<file path="config.mk">
export PLATFORM = sky130hd
export DESIGN_NAME = shift_left_saturate_stream_flat
export DESIGN_NICKNAME = d
export VERILOG_FILES = /design/src/rtl/shift_left_saturate_stream_if.sv /design/src/rtl/shift_left_saturate_stream.sv /design/src/flat_wrapper.sv
export SDC_FILE = /design/constraint.sdc
export NUM_CORES = 1
export LEC_CHECK = 0
export CELL_PAD_IN_SITES_DETAIL_PLACEMENT = 1
export CELL_PAD_IN_SITES_GLOBAL_PLACEMENT = 2
export CORE_MARGIN = 5
export CORE_UTILIZATION = 35
export CTS_CLUSTER_SIZE = 8
export DETAILED_ROUTE_END_ITERATION = 10
export GPL_TIMING_DRIVEN = 1
export PLACE_DENSITY_LB_ADDON = 0.1
export REMOVE_ABC_BUFFERS = 1
export SLEW_MARGIN = 25
export SYNTH_ARGS = -nofsm -noshare
export SYNTH_HDL_FRONTEND = slang
export SYNTH_SLANG_ARGS = --single-unit
</file>
<file path="constraint.sdc">
create_clock -name clk -period 5.4 [get_ports clk]
set_input_delay 0.81 -clock clk [delete_from_list [all_inputs] [get_ports clk]]
set_output_delay 0.81 -clock clk [all_outputs]
set_load 0.02 [all_outputs]
</file>
<file path="src/rtl/shift_left_saturate_stream_if.sv">
// Stream bundle for the left-shift/saturate up-scaler: input sample side and
// output sample side, both valid/ready.
interface shift_left_saturate_stream_if #(
  parameter int IN_WIDTH    = 10,
  parameter int OUT_WIDTH   = 16,
  parameter int SHIFT_WIDTH = 4
);
  logic                   in_valid;
  logic                   in_ready;
  logic [IN_WIDTH-1:0]    din;
  logic [SHIFT_WIDTH-1:0] shift_amt;
  logic                   signed_mode;
  logic                   out_valid;
  logic                   out_ready;
  logic [OUT_WIDTH-1:0]   dout;
  logic                   sat_flag;

  modport master (
    output in_valid, din, shift_amt, signed_mode, out_ready,
    input  in_ready, out_valid, dout, sat_flag
  );

  modport slave (
    input  in_valid, din, shift_amt, signed_mode, out_ready,
    output in_ready, out_valid, dout, sat_flag
  );
endinterface

</file>
<file path="src/rtl/shift_left_saturate_stream.sv">
// Streaming up-scaler: per-sample left shift, saturate to OUT_WIDTH (signed or
// unsigned), two-stage valid/ready pipeline plus a sticky saturation counter.
module shift_left_saturate_stream #(
  parameter int IN_WIDTH    = 10,
  parameter int OUT_WIDTH   = 16,
  parameter int SHIFT_WIDTH = 4,
  parameter int CNT_WIDTH   = 16
) (
  input  logic                 clk,
  input  logic                 rst,
  shift_left_saturate_stream_if.slave bus,
  input  logic                 sat_clr,
  output logic [CNT_WIDTH-1:0] sat_count
);
  // Wide enough that no shift can lose bits before saturation is judged.
  localparam int W = IN_WIDTH + 2**SHIFT_WIDTH - 1;

  typedef struct packed {
    logic         sgn;
    logic [W-1:0] wide;
  } s1_t;

  typedef struct packed {
    logic                 sat;
    logic [OUT_WIDTH-1:0] data;
  } s2_t;

  logic [2:1]           vld_pipe;
  s1_t                  s1_q;
  s2_t                  s2_q, s2_d;
  logic                 s1_adv, s2_adv, sat_xfer;
  logic [W-1:0]         ext;
  logic [W-OUT_WIDTH:0] hi_s;
  logic [W-OUT_WIDTH-1:0] hi_u;

  assign s2_adv       = ~vld_pipe[2] | bus.out_ready;
  assign s1_adv       = ~vld_pipe[1] | s2_adv;
  assign bus.in_ready = s1_adv;

  assign ext = {{(W-IN_WIDTH){bus.signed_mode & bus.din[IN_WIDTH-1]}}, bus.din};

  assign hi_s = s1_q.wide[W-1:OUT_WIDTH-1];
  assign hi_u = s1_q.wide[W-1:OUT_WIDTH];

  always_comb begin
    s2_d.sat  = 1'b0;
    s2_d.data = s1_q.wide[OUT_WIDTH-1:0];
    if (s1_q.sgn) begin
      // Bits above the output sign must all match it, else clip toward the sign.
      if (!(&hi_s) && (|hi_s)) begin
        s2_d.sat  = 1'b1;
        s2_d.data = {s1_q.wide[W-1], {(OUT_WIDTH-1){~s1_q.wide[W-1]}}};
      end
    end else if (|hi_u) begin
      s2_d.sat  = 1'b1;
      s2_d.data = '1;
    end
  end

  // Stage-1 payload needs no reset: it is only consumed behind vld_pipe[1].
  always_ff @(posedge clk) begin
    if (s1_adv && bus.in_valid) begin
      s1_q.sgn  <= bus.signed_mode;
      s1_q.wide <= ext << bus.shift_amt;
    end
  end

  assign sat_xfer = vld_pipe[2] & bus.out_ready & s2_q.sat;

  always_ff @(posedge clk) begin
    if (rst) begin
      vld_pipe  <= '0;
      s2_q      <= '0;
      sat_count <= '0;
    end else begin
      if (s1_adv) vld_pipe[1] <= bus.in_valid;
      if (s2_adv) begin
        vld_pipe[2] <= vld_pipe[1];
        if (vld_pipe[1]) s2_q <= s2_d;
      end
      if (sat_clr)
        sat_count <= CNT_WIDTH'(sat_xfer);
      else if (sat_xfer && !(&sat_count))
        sat_count <= sat_count + CNT_WIDTH'(1);
    end
  end

  assign bus.out_valid = vld_pipe[2];
  assign bus.dout      = s2_q.data;
  assign bus.sat_flag  = s2_q.sat;
endmodule

</file>
<file path="src/flat_wrapper.sv">
// flat-port wrapper written by rule: the top's interface ports become plain ports
module shift_left_saturate_stream_flat 
#(
  parameter int IN_WIDTH    = 10,
  parameter int OUT_WIDTH   = 16,
  parameter int SHIFT_WIDTH = 4,
  parameter int CNT_WIDTH   = 16
)
  (clk, rst, sat_clr, sat_count, bus_in_valid, bus_din, bus_shift_amt, bus_signed_mode, bus_out_ready, bus_in_ready, bus_out_valid, bus_dout, bus_sat_flag);
  shift_left_saturate_stream_if #(.IN_WIDTH(IN_WIDTH), .OUT_WIDTH(OUT_WIDTH), .SHIFT_WIDTH(SHIFT_WIDTH)) bus_i ();
  input  logic clk;
  input  logic rst;
  input  logic sat_clr;
  output logic [CNT_WIDTH-1:0] sat_count;
  input wire logic [$bits(bus_i.in_valid)-1:0] bus_in_valid;
  input wire logic [$bits(bus_i.din)-1:0] bus_din;
  input wire logic [$bits(bus_i.shift_amt)-1:0] bus_shift_amt;
  input wire logic [$bits(bus_i.signed_mode)-1:0] bus_signed_mode;
  input wire logic [$bits(bus_i.out_ready)-1:0] bus_out_ready;
  output wire logic [$bits(bus_i.in_ready)-1:0] bus_in_ready;
  output wire logic [$bits(bus_i.out_valid)-1:0] bus_out_valid;
  output wire logic [$bits(bus_i.dout)-1:0] bus_dout;
  output wire logic [$bits(bus_i.sat_flag)-1:0] bus_sat_flag;
  assign bus_i.in_valid = bus_in_valid;
  assign bus_i.din = bus_din;
  assign bus_i.shift_amt = bus_shift_amt;
  assign bus_i.signed_mode = bus_signed_mode;
  assign bus_i.out_ready = bus_out_ready;
  assign bus_in_ready = bus_i.in_ready;
  assign bus_out_valid = bus_i.out_valid;
  assign bus_dout = bus_i.dout;
  assign bus_sat_flag = bus_i.sat_flag;
  shift_left_saturate_stream #(.IN_WIDTH(IN_WIDTH), .OUT_WIDTH(OUT_WIDTH), .SHIFT_WIDTH(SHIFT_WIDTH), .CNT_WIDTH(CNT_WIDTH)) u_core (.clk(clk), .rst(rst), .bus(bus_i), .sat_clr(sat_clr), .sat_count(sat_count));
endmodule
</file>
==> flow_summary.ini <==
[worst_setup_path]
crit_buf_inv = 2
r2r_cells = 5
crit_type = in -> out
cp_cell_sequence = clkdlybuf4s50_1 > and2b_1 > nand2_1 > clkdlybuf4s50_1
path_delay_family = buffers and inverters
cpMostUsedCell = clkdlybuf4s50_1
max_stage_delay_ns = 0.61
cp_max_fo = 5
cp-start-kind = input pin
crit_arrival_ns = 2.27
end_kind = output pin
r2r_start = u_core.sat_count[0]
cp.required_ns = 4.59
cpMaxStageDelayCell = clkdlybuf4s50_1
reg2reg_to = u_core.sat_count[8]
r2r_slack_ns = 3.30

[global_route]
grt_pass1_wl_mm = 13.03
grt_max_degree = 28
track_usage_pct = 16.17
gr-total-overflow = 0
antenna_found_initial = 0
grt_pass1_vias = 2489

[pwr]
powerDensity_mw_per_mm2 = 291.8
vdd_ir_drop_max_v = 0.0001748
leakage_uw = 0.001337

[logic_synthesis]
synth-adder-area-share_pct = 0.4139
synth-compound-area-share_pct = 17.67
synth_top_family_by_area = simple AND/OR/NAND/NOR gates
ys_top_cells_by_area = edfxtp_1, dfxtp_1, mux2i_1
synth_top_area_cell = edfxtp_1
yosysUniqueCellTypes = 54
synth_edf_count = 26
synthFlopType = dfxtp_1
synthSimpleGateAreaFrac_pct = 19.45
avgSynthCellArea_um2 = 10.08
post-synth-top-area-fraction_pct = 25.83
seq_area_frac_synth_pct = 49.01
syn_inst = 300
synth_warnings = 0
synthArstFlopShare_pct = 0
synth-seq-cells = 61
synth_xor_area_share_pct = 0
synth.mux.area_fraction_pct = 9.768
syn_area_mm2 = 0.003023

[detailed_routing]
routed_wl_mm = 8.180
drt_drc_violations_left = 0
wl_per_cell_um = 17.78
ant_nets = 0
drt-vias-per-instance = 5.478
first_iter_violations = 86
vias = 2520
drt_pass1_iterations = 4

[timing]
fin_hold_ws_ns = 0.4679
setup_violations = 0
worstMarginPinSlew_ns = 0.7665
finalHoldViolations = 0
grt_setup_unrepaired = no
fin_crit_sh_pct = 56.97
tns_ns = 0
max_slew_margin_pct = 48.90
final_max_slew_viol_count = 0
timing.final.crit_period_ns = 3.077
finClkSkew_ns = 0.009906
fmax_mhz = 325.0

[floorplanning]
initial_core_util_pct = 35.35
io-pin-count = 55
coreArea_mm2 = 0.008551
die-area_mm2 = 0.01060
rows = 34
die_h_um = 102.9
die_x_um = 102.9

[finish]
layout_common_cells = clkdlybuf4s50_1, dfxtp_1, nor2_1
final_common_cell = clkdlybuf4s50_1
drive_above_1_share_pct = 9.943
syn2layout_area_growth_pct = 27.81
final_nets = 368
antenna_cells = 0
fillCellCount = 955

[flow_run]
maxCapViolations = 0

[clocking]
clkLatencyLatePin_ns = 0.34
htreeDepth = 3
cts.sinks = 61
cts_root_buf = clkbuf_8
clockBufferDepth = 2
cts.repair.resized = 0
numCtsBuffers = 9
cts.reportedPaths.clkPinSlew_ns = 0.07
cts_setup_buffers = 0
cts_hold_buf = 0
tritoncts = done

[place]
gp_congestion = 0.7594
dpl.hpwl_mm = 5.782
io_buffers = 54

[hold_path]
hp-start = u_core.bus.dout[1]
hold_path_class = reg -> reg
whs_path_depth = 1
min_to = u_core.bus.dout[1]

[run_status]
status = completed
-- area by class of cell --
type | count | area [um^2] | share of cell area, %
Clock buffer | 10 | 137.6 | 3.562
Inverter | 4 | 15.01 | 0.3886
Multi-Input combinational cell | 213 | 1439 | 37.24
Sequential cell | 61 | 1481 | 38.34
Timing Repair Buffer | 58 | 570.5 | 14.77
Tap cell | 108 | 135.1 | 3.497
Clock inverter | 6 | 85.08 | 2.202
-- metal layers --
layer	part of all wire (%)	global-route usage [%]	up-vias
met3	3.7	4.263	4
li1	-	-	1243
met5	0	0	-
met1	48	22.12	1231
met2	47	25.46	42
met4	0.61	4.183	0
-- through the flow --
step                      area, um^2  total power [uW]  std cells  utilization (%)  setup slack [ns]
after global routing            3864              1182        460            45.19             2.270
after detailed placement        3641             678.9        444            42.58             2.330
after floorplan                 2927             604.4        278                -             3.111
final                           3864              1128        460            45.19             2.323
after CTS                       3864              1144        460            45.19             2.324
after global placement          3632             676.8        444            42.48             2.356
-- logic make-up after synthesis --
group,Yosys count
adder cells (fa/ha/maj),1
multiplexers,23
flip-flops,61
buffers and inverters,26
AND/OR/NAND/NOR,112
AO/OA/AOI/OAI,77
-- synthesized netlist by cell type (all sizes together), types with 2 or more instances --
cell type,n
o2bb2ai,15
nor2,34
nor3b,2
clkbuf,14
or4,8
nand4,7
inv,4
dfxtp,35
or3,5
a21oi,25
mux2i,16
nand3,10
mux2,2
o21a,4
a211oi,3
buf,8
nor3,11
o21ai,4
o22ai,4
mux4,5
and4,2
nor4,3
and3,2
nand2,18
or2,4
a31oi,2
o31ai,8
edfxtp,26
-- worst max path at each step --
stage,start,to,slack [ns],cells after the start
6_report,bus_out_ready,bus_in_ready,2.32,4
5_1_grt,bus_out_ready,bus_in_ready,2.27,4
4_1_cts,bus_out_ready,bus_in_ready,2.32,4
3_5_place_dp,bus_out_ready,bus_in_ready,2.33,4
3_3_place_gp,bus_out_ready,bus_in_ready,2.36,4
2_1_floorplan,bus_out_ready,u_core.hi_s[0],3.11,3
-- report_power, final --
group | switching [uW] | internal, uW
Sequential | 14.1 | 511
Clock | 189 | 272
Combinational | 78.8 | 63.5
-- worst register-to-register path: stages (launching register included) --
cell and delay (ns):
dfxtp_1 0.41, ha_1 0.22, nand3_1 0.26, or3_1 0.51
or4_1 0.50, a21oi_1 0.15
-- sequential cells by signal, indices dropped and copies added, names as in the netlist --
| name | flops |
|---|---|
| u_core.bus.dout | 16 |
| u_core.s1_q | 16 |
| u_core.sat_count | 16 |
| u_core.hi_s | 10 |
| u_core.vld_pipe | 2 |
| u_core.bus.sat_flag | 1 |
Power figures use the tool's default switching activity.
